$ cat config.mk
export PLATFORM = sky130hd
export DESIGN_NAME = mem_instr_sequencer
export DESIGN_NICKNAME = d
export VERILOG_FILES = /design/src/rtl/mem_instr_sequencer.sv
export SDC_FILE = /design/constraint.sdc
export NUM_CORES = 1
export LEC_CHECK = 0
export CORE_ASPECT_RATIO = 1.75
export CORE_MARGIN = 5
export CORE_UTILIZATION = 40
export CTS_BUF_LIST = sky130_fd_sc_hd__clkbuf_8 sky130_fd_sc_hd__clkbuf_16
export DETAILED_ROUTE_END_ITERATION = 16
export PLACE_DENSITY = 0.73
export SYNTH_ARGS = -nofsm -noshare
export SYNTH_HDL_FRONTEND = slang
export SYNTH_SLANG_ARGS = --single-unit
$ cat constraint.sdc
create_clock -name clk_i -period 2.56 [get_ports clk_i]
set_input_delay 0.256 -clock clk_i [delete_from_list [all_inputs] [get_ports clk_i]]
set_output_delay 0.256 -clock clk_i [all_outputs]
set_load 0.02 [all_outputs]
$ cat src/rtl/mem_instr_sequencer.sv
// mem_instr_sequencer
//   Fetch/decode/execute engine for the memory-interface instruction ROM.
//   Fetches 56-bit words at PC and decodes four instructions:
//     READ  [7:0]=8'h01   one handshake with the memory read engine
//     SHIFT [7:4]=4'h5    one handshake with the lane shifter (amount = [3:0])
//     WFI   [7:0]=8'h60   waits until wake_i
//     LOOP  [7:0]=8'h70   counts a loop and restarts at PC=0
//   Any other opcode is illegal.
//
//   Build macro MEM_SEQ_STOP_ON_ERR_EN:
//     defined   - an illegal opcode sets err_illegal_o, stops in IDLE and leaves PC
//                 at the faulting address
//     undefined - an illegal opcode sets err_illegal_o, is skipped like a NOP and
//                 execution continues at PC+1
//
// Ports
//   clk_i, rst_ni        clock and asynchronous active-low reset
//   start_i              one-cycle pulse that starts a run at PC=0; ignored while busy
//   rom_address_o/_enable_o, rom_data_i
//                        fetch port; data is valid the cycle after the enable
//   read_req_o/read_ready_i                      read command handshake
//   shift_valid_o/shift_ready_i, shift_amount_o, lane_mask_o, lane_sel_o
//                        shift command handshake and its payload
//   wfi_active_o, wake_i wait-for-wake status and release
//   loop_count_o         completed LOOPs (saturating); cleared by each start
//   busy_o               high whenever the FSM is not IDLE
//   err_illegal_o        sticky illegal-opcode flag; cleared only by reset
//
// DATA_WIDTH must equal 8 + NUM_LANES*LANE_BITS.
// Lane i occupies instr[8+LANE_BITS*i +: LANE_BITS]: bit 2 = valid, bits 1:0 = select.

module mem_instr_sequencer #(
    parameter int DATA_WIDTH = 56,
    parameter int ADDR_WIDTH = 6,
    parameter int NUM_LANES  = 16,
    parameter int LANE_BITS  = 3,
    parameter int MAX_LOOPS  = 0
) (
    input  logic                   clk_i,
    input  logic                   rst_ni,
    input  logic                   start_i,
    output logic [ADDR_WIDTH-1:0]  rom_address_o,
    output logic                   rom_enable_o,
    input  logic [DATA_WIDTH-1:0]  rom_data_i,
    output logic                   read_req_o,
    input  logic                   read_ready_i,
    output logic                   shift_valid_o,
    input  logic                   shift_ready_i,
    output logic [3:0]             shift_amount_o,
    output logic [NUM_LANES-1:0]   lane_mask_o,
    output logic [2*NUM_LANES-1:0] lane_sel_o,
    output logic                   wfi_active_o,
    input  logic                   wake_i,
    output logic [15:0]            loop_count_o,
    output logic                   busy_o,
    output logic                   err_illegal_o
);

    localparam int          LaneW    = NUM_LANES * LANE_BITS;
    localparam logic [15:0] MaxLoops = 16'(MAX_LOOPS);

    typedef enum logic [2:0] {
        S_IDLE,
        S_FETCH,
        S_DECODE,
        S_EXEC_RD,
        S_EXEC_SH,
        S_WAIT,
        S_LOOP_UPD
    } state_e;

    state_e                  state_q, state_d;
    logic [ADDR_WIDTH-1:0]   pc_q, pc_d;
    logic [3:0]              amt_q, amt_d;
    logic [LaneW-1:0]        lanes_q, lanes_d;
    logic [15:0]             loop_cnt_q, loop_cnt_d;
    logic                    err_q, err_d;

    logic [7:0]              opcode;
    logic [ADDR_WIDTH-1:0]   pc_inc;
    logic [15:0]             loop_inc;

    assign opcode   = rom_data_i[7:0];
    assign pc_inc   = pc_q + ADDR_WIDTH'(1);
    assign loop_inc = (loop_cnt_q == 16'hFFFF) ? loop_cnt_q : loop_cnt_q + 16'd1;

    always_ff @(posedge clk_i or negedge rst_ni) begin
        if (!rst_ni) begin
            state_q    <= S_IDLE;
            pc_q       <= '0;
            amt_q      <= '0;
            lanes_q    <= '0;
            loop_cnt_q <= '0;
            err_q      <= 1'b0;
        end else begin
            state_q    <= state_d;
            pc_q       <= pc_d;
            amt_q      <= amt_d;
            lanes_q    <= lanes_d;
            loop_cnt_q <= loop_cnt_d;
            err_q      <= err_d;
        end
    end

    always_comb begin
        state_d       = state_q;
        pc_d          = pc_q;
        amt_d         = amt_q;
        lanes_d       = lanes_q;
        loop_cnt_d    = loop_cnt_q;
        err_d         = err_q;
        rom_enable_o  = 1'b0;
        read_req_o    = 1'b0;
        shift_valid_o = 1'b0;
        wfi_active_o  = 1'b0;

        case (state_q)
            S_IDLE: begin
                if (start_i) begin
                    pc_d       = '0;
                    loop_cnt_d = '0;
                    state_d    = S_FETCH;
                end
            end
            S_FETCH: begin
                rom_enable_o = 1'b1;
                state_d      = S_DECODE;
            end
            S_DECODE: begin
                // Payload is captured for every word so the shift outputs are
                // register-driven and cannot move while the handshake is pending.
                amt_d   = rom_data_i[3:0];
                lanes_d = rom_data_i[8 +: LaneW];
                if (opcode == 8'h01) begin
                    state_d = S_EXEC_RD;
                end else if (opcode[7:4] == 4'h5) begin
                    state_d = S_EXEC_SH;
                end else if (opcode == 8'h60) begin
                    state_d = S_WAIT;
                end else if (opcode == 8'h70) begin
                    state_d = S_LOOP_UPD;
                end else begin
                    err_d = 1'b1;
`ifdef MEM_SEQ_STOP_ON_ERR_EN
                    state_d = S_IDLE;
`else
                    pc_d    = pc_inc;
                    state_d = S_FETCH;
`endif
                end
            end
            S_EXEC_RD: begin
                read_req_o = 1'b1;
                if (read_ready_i) begin
                    pc_d    = pc_inc;
                    state_d = S_FETCH;
                end
            end
            S_EXEC_SH: begin
                shift_valid_o = 1'b1;
                if (shift_ready_i) begin
                    pc_d    = pc_inc;
                    state_d = S_FETCH;
                end
            end
            S_WAIT: begin
                wfi_active_o = 1'b1;
                if (wake_i) begin
                    pc_d    = pc_inc;
                    state_d = S_FETCH;
                end
            end
            S_LOOP_UPD: begin
                loop_cnt_d = loop_inc;
                pc_d       = '0;
                if ((MAX_LOOPS != 0) && (loop_inc == MaxLoops)) begin
                    state_d = S_IDLE;
                end else begin
                    state_d = S_FETCH;
                end
            end
            default: begin
                state_d = S_IDLE;
            end
        endcase
    end

    // Shift payload is forced to zero outside EXEC_SH so downstream logic never
    // sees stale lane data.
    always_comb begin
        shift_amount_o = '0;
        lane_mask_o    = '0;
        lane_sel_o     = '0;
        if (state_q == S_EXEC_SH) begin
            shift_amount_o = amt_q;
            for (int i = 0; i < NUM_LANES; i++) begin
                lane_mask_o[i]       = lanes_q[LANE_BITS*i + 2];
                lane_sel_o[2*i +: 2] = lanes_q[LANE_BITS*i +: 2];
            end
        end
    end

    assign rom_address_o = pc_q;
    assign loop_count_o  = loop_cnt_q;
    assign busy_o        = (state_q != S_IDLE);
    assign err_illegal_o = err_q;

endmodule

==> run summary <==
worst-skew pair later-pin latency: 320 ps
Remaining DRCs: 0
worst slew pin tran: 988 ps
detailed-route wire length: 10100 um
WP data required: 2300 ps
hold crit path type: primary input to asynchronous set/reset pin
critical-path cell list: nand2b_1 -> nor2_2 -> buf_12 -> and2_1 -> clkdlybuf4s50_1
CP arrival: 2210 ps
Worst Setup Start Kind: flip-flop
diode count: 0
register area: 1950 um^2
RSZ-0062 raised after global routing: false
drt pass-1 iters: 4
initial core utilization: 41.1%
Max Root-Sink Buffers: 2
multi-input logic area: 1840 um^2
IO Count: 142
Seq/Total Area, Yosys: 49.9%
IO buf count: 141
largest net degree at the start of global routing: 79
Crit path max-delay family: buffers and inverters
final worst-path cycle share: 96.2%
fin util: 60.8%
CTS H-tree depth: 3
Die X: 84.8 um
Worst path max stage delay: 610 ps
Worst-path clk slew: 60 ps
Final nets: 551
Min Hold Slack: 81.4 ps
Mean Syn Cell Area: 11.2 um^2
CP bufs+invs: 2
Row Count: 47
DR iter-0 viols: 89
CTS Buf Count: 9
CTS Sinks: 78
worst clock skew: 4.05 ps
Syn Inst Count: 348
synthesis warning total: 0
Layout Cells excl Fill: 614
Post-synth EDFFs: 0
Leak: 2.37 nW
P&R area growth vs syn: 48.1%
Setup CP Type: flip-flop to primary output
Pwr Density: 892 nW/um^2
detailed-placement wirelength estimate: 7360 um
Setup Total Neg Slack: 0 ps
Post-Syn Area: 3910 um^2
layout cells sized above 1: 18.3%
Final Max Tran Viols: 0
CP Capture Type: primary output
r2r setup slk: 500 ps
Core ar.: 9530 um^2
antenna violations before repair: 0
Crit-path slowest cell: clkdlybuf4s50_1
Fmax: 406 MHz
# hold bufs at CTS: 0
FILL cells: 828
relative slew slack: 34.1%
WL per Instance: 16.4 um
prevailing post-synth register cell: dfrtp_1
global placer's final weighted congestion: 0.850
Cells after DPL: 598
status: complete, no violations
ANT nets after route: 0
CTS tree: done
minimum clock period: 2460 ps
post-synth cell types: 49
Die Footprint: 11900 um^2
final number of hold-violating endpoints: 0
GRT Total Usage: 17.1%
max_cap viols: 0
Max IR drop VDD: 0.000683 V
vias in the first global route: 3209
Synth async-reset ratio: 100%
grt ovf: 0
Seq cells post-synth: 78
Synth Net Count: 412
first-pass GRT wire length: 16500 um
CTS root buf: clkbuf_16
Vias: 3152
chip height: 141 um
detail-routed via count per cell: 5.13
# setup viols final: 0
crit-path max FO: 53
## synthesized netlist by cell type, types with 4 or more instances
library cell / instances / share of area, %
clkbuf_1: 8 / 0.77
o21ai_0: 15 / 1.9
nand3_1: 10 / 1.3
nand2_1: 15 / 1.4
o41ai_1: 5 / 1.1
a31oi_1: 11 / 1.8
buf_2: 8 / 1.0
a21oi_1: 9 / 1.2
mux2_2: 53 / 15
inv_1: 4 / 0.38
dfrtp_1: 78 / 50
and2_1: 56 / 9.0
nor4_1: 4 / 0.64
nor2_1: 14 / 1.3
nand4_1: 5 / 0.80
## per-layer routing
metal	part of all wire (%)	track usage, %	wire length [um]	up-vias
li1	-	-	-	1532
met1	38	19.3	3870	1518
met2	55	31.5	5550	95
met3	5.6	4.44	563	7
met4	1.2	4.59	121	0
met5	0	0	0	-
## registers in the layout, summed over array words and instances, names as in the netlist
name,count
rom_address_o,6
loop_count_o,16
lanes_q,48
amt_q,4
err_illegal_o,1
state_q,3
## cell usage in the layout, fill, tap and decap left out, types with 5 or more instances in the layout
cell             count
and2_1              56
nor2_1              13
mux2_2              53
nand2_1             15
o21ai_0             15
nand4_1              5
nand3_1             10
a21oi_1              9
buf_4                7
o41ai_1              5
a31oi_1             11
clkdlybuf4s50_1    140
dfrtp_1             77
clkbuf_16            9
## worst paths after layout
path,cells past startpoint,to,from
setup / recovery,5,lane_sel_o[1],state_q[1]
hold / removal,1,rom_address_o[3],rst_ni
setup reg to reg,3,lanes_q[30],state_q[1]
hold reg to reg,1,amt_q[1],amt_q[1]
max in group asynchronous,1,state_q[2],rst_ni
min in group clk_i,1,amt_q[1],amt_q[1]
## where the power goes
group          total (mW)  internal (mW)  switching [mW]
Clock                1.50           1.01           0.489
Combinational        1.63          0.917           0.714
Sequential           2.04           1.74           0.306
## logic make-up (layout without fill, tap and decap cells)
family,after synthesis,after routing,share of synthesized area (%)
AO/OA/AOI/OAI,58,58,10.3
XOR/XNOR,1,1,0.224
adder cells (fa/ha/maj),2,2,0.639
buffers and inverters,24,168,3.23
flip-flops,78,78,49.9
multiplexers,54,54,15.5
AND/OR/NAND/NOR,131,131,20.2
## stage by stage
stage / power, mW / worst slack [ps] / cell area (um^2)
after detailed placement: 3.72 / 393 / 5440
after CTS: 5.25 / 37.9 / 5790
after global routing: 5.48 / 7.28 / 5790
after floorplan: 3.20 / 596 / 3910
final: 5.17 / 98.4 / 5790
after global placement: 3.64 / 420 / 5440
## what timing repair did
item	CTS	global route
endpoints found under the setup margin	0	45
gates resized for setup	0	1
buffers inserted	0	0
## layout make-up
cell class                 instances  share of cell area [%]
sequential                        78                    33.7
timing repair buffer             148                    25.4
inverter                           4                   0.259
multi-input combinational        246                    31.8
clock buffer                      11                    4.36
tap                              122                    2.63
clock inverter                     5                    1.79
(Power assumes the default switching activity.)
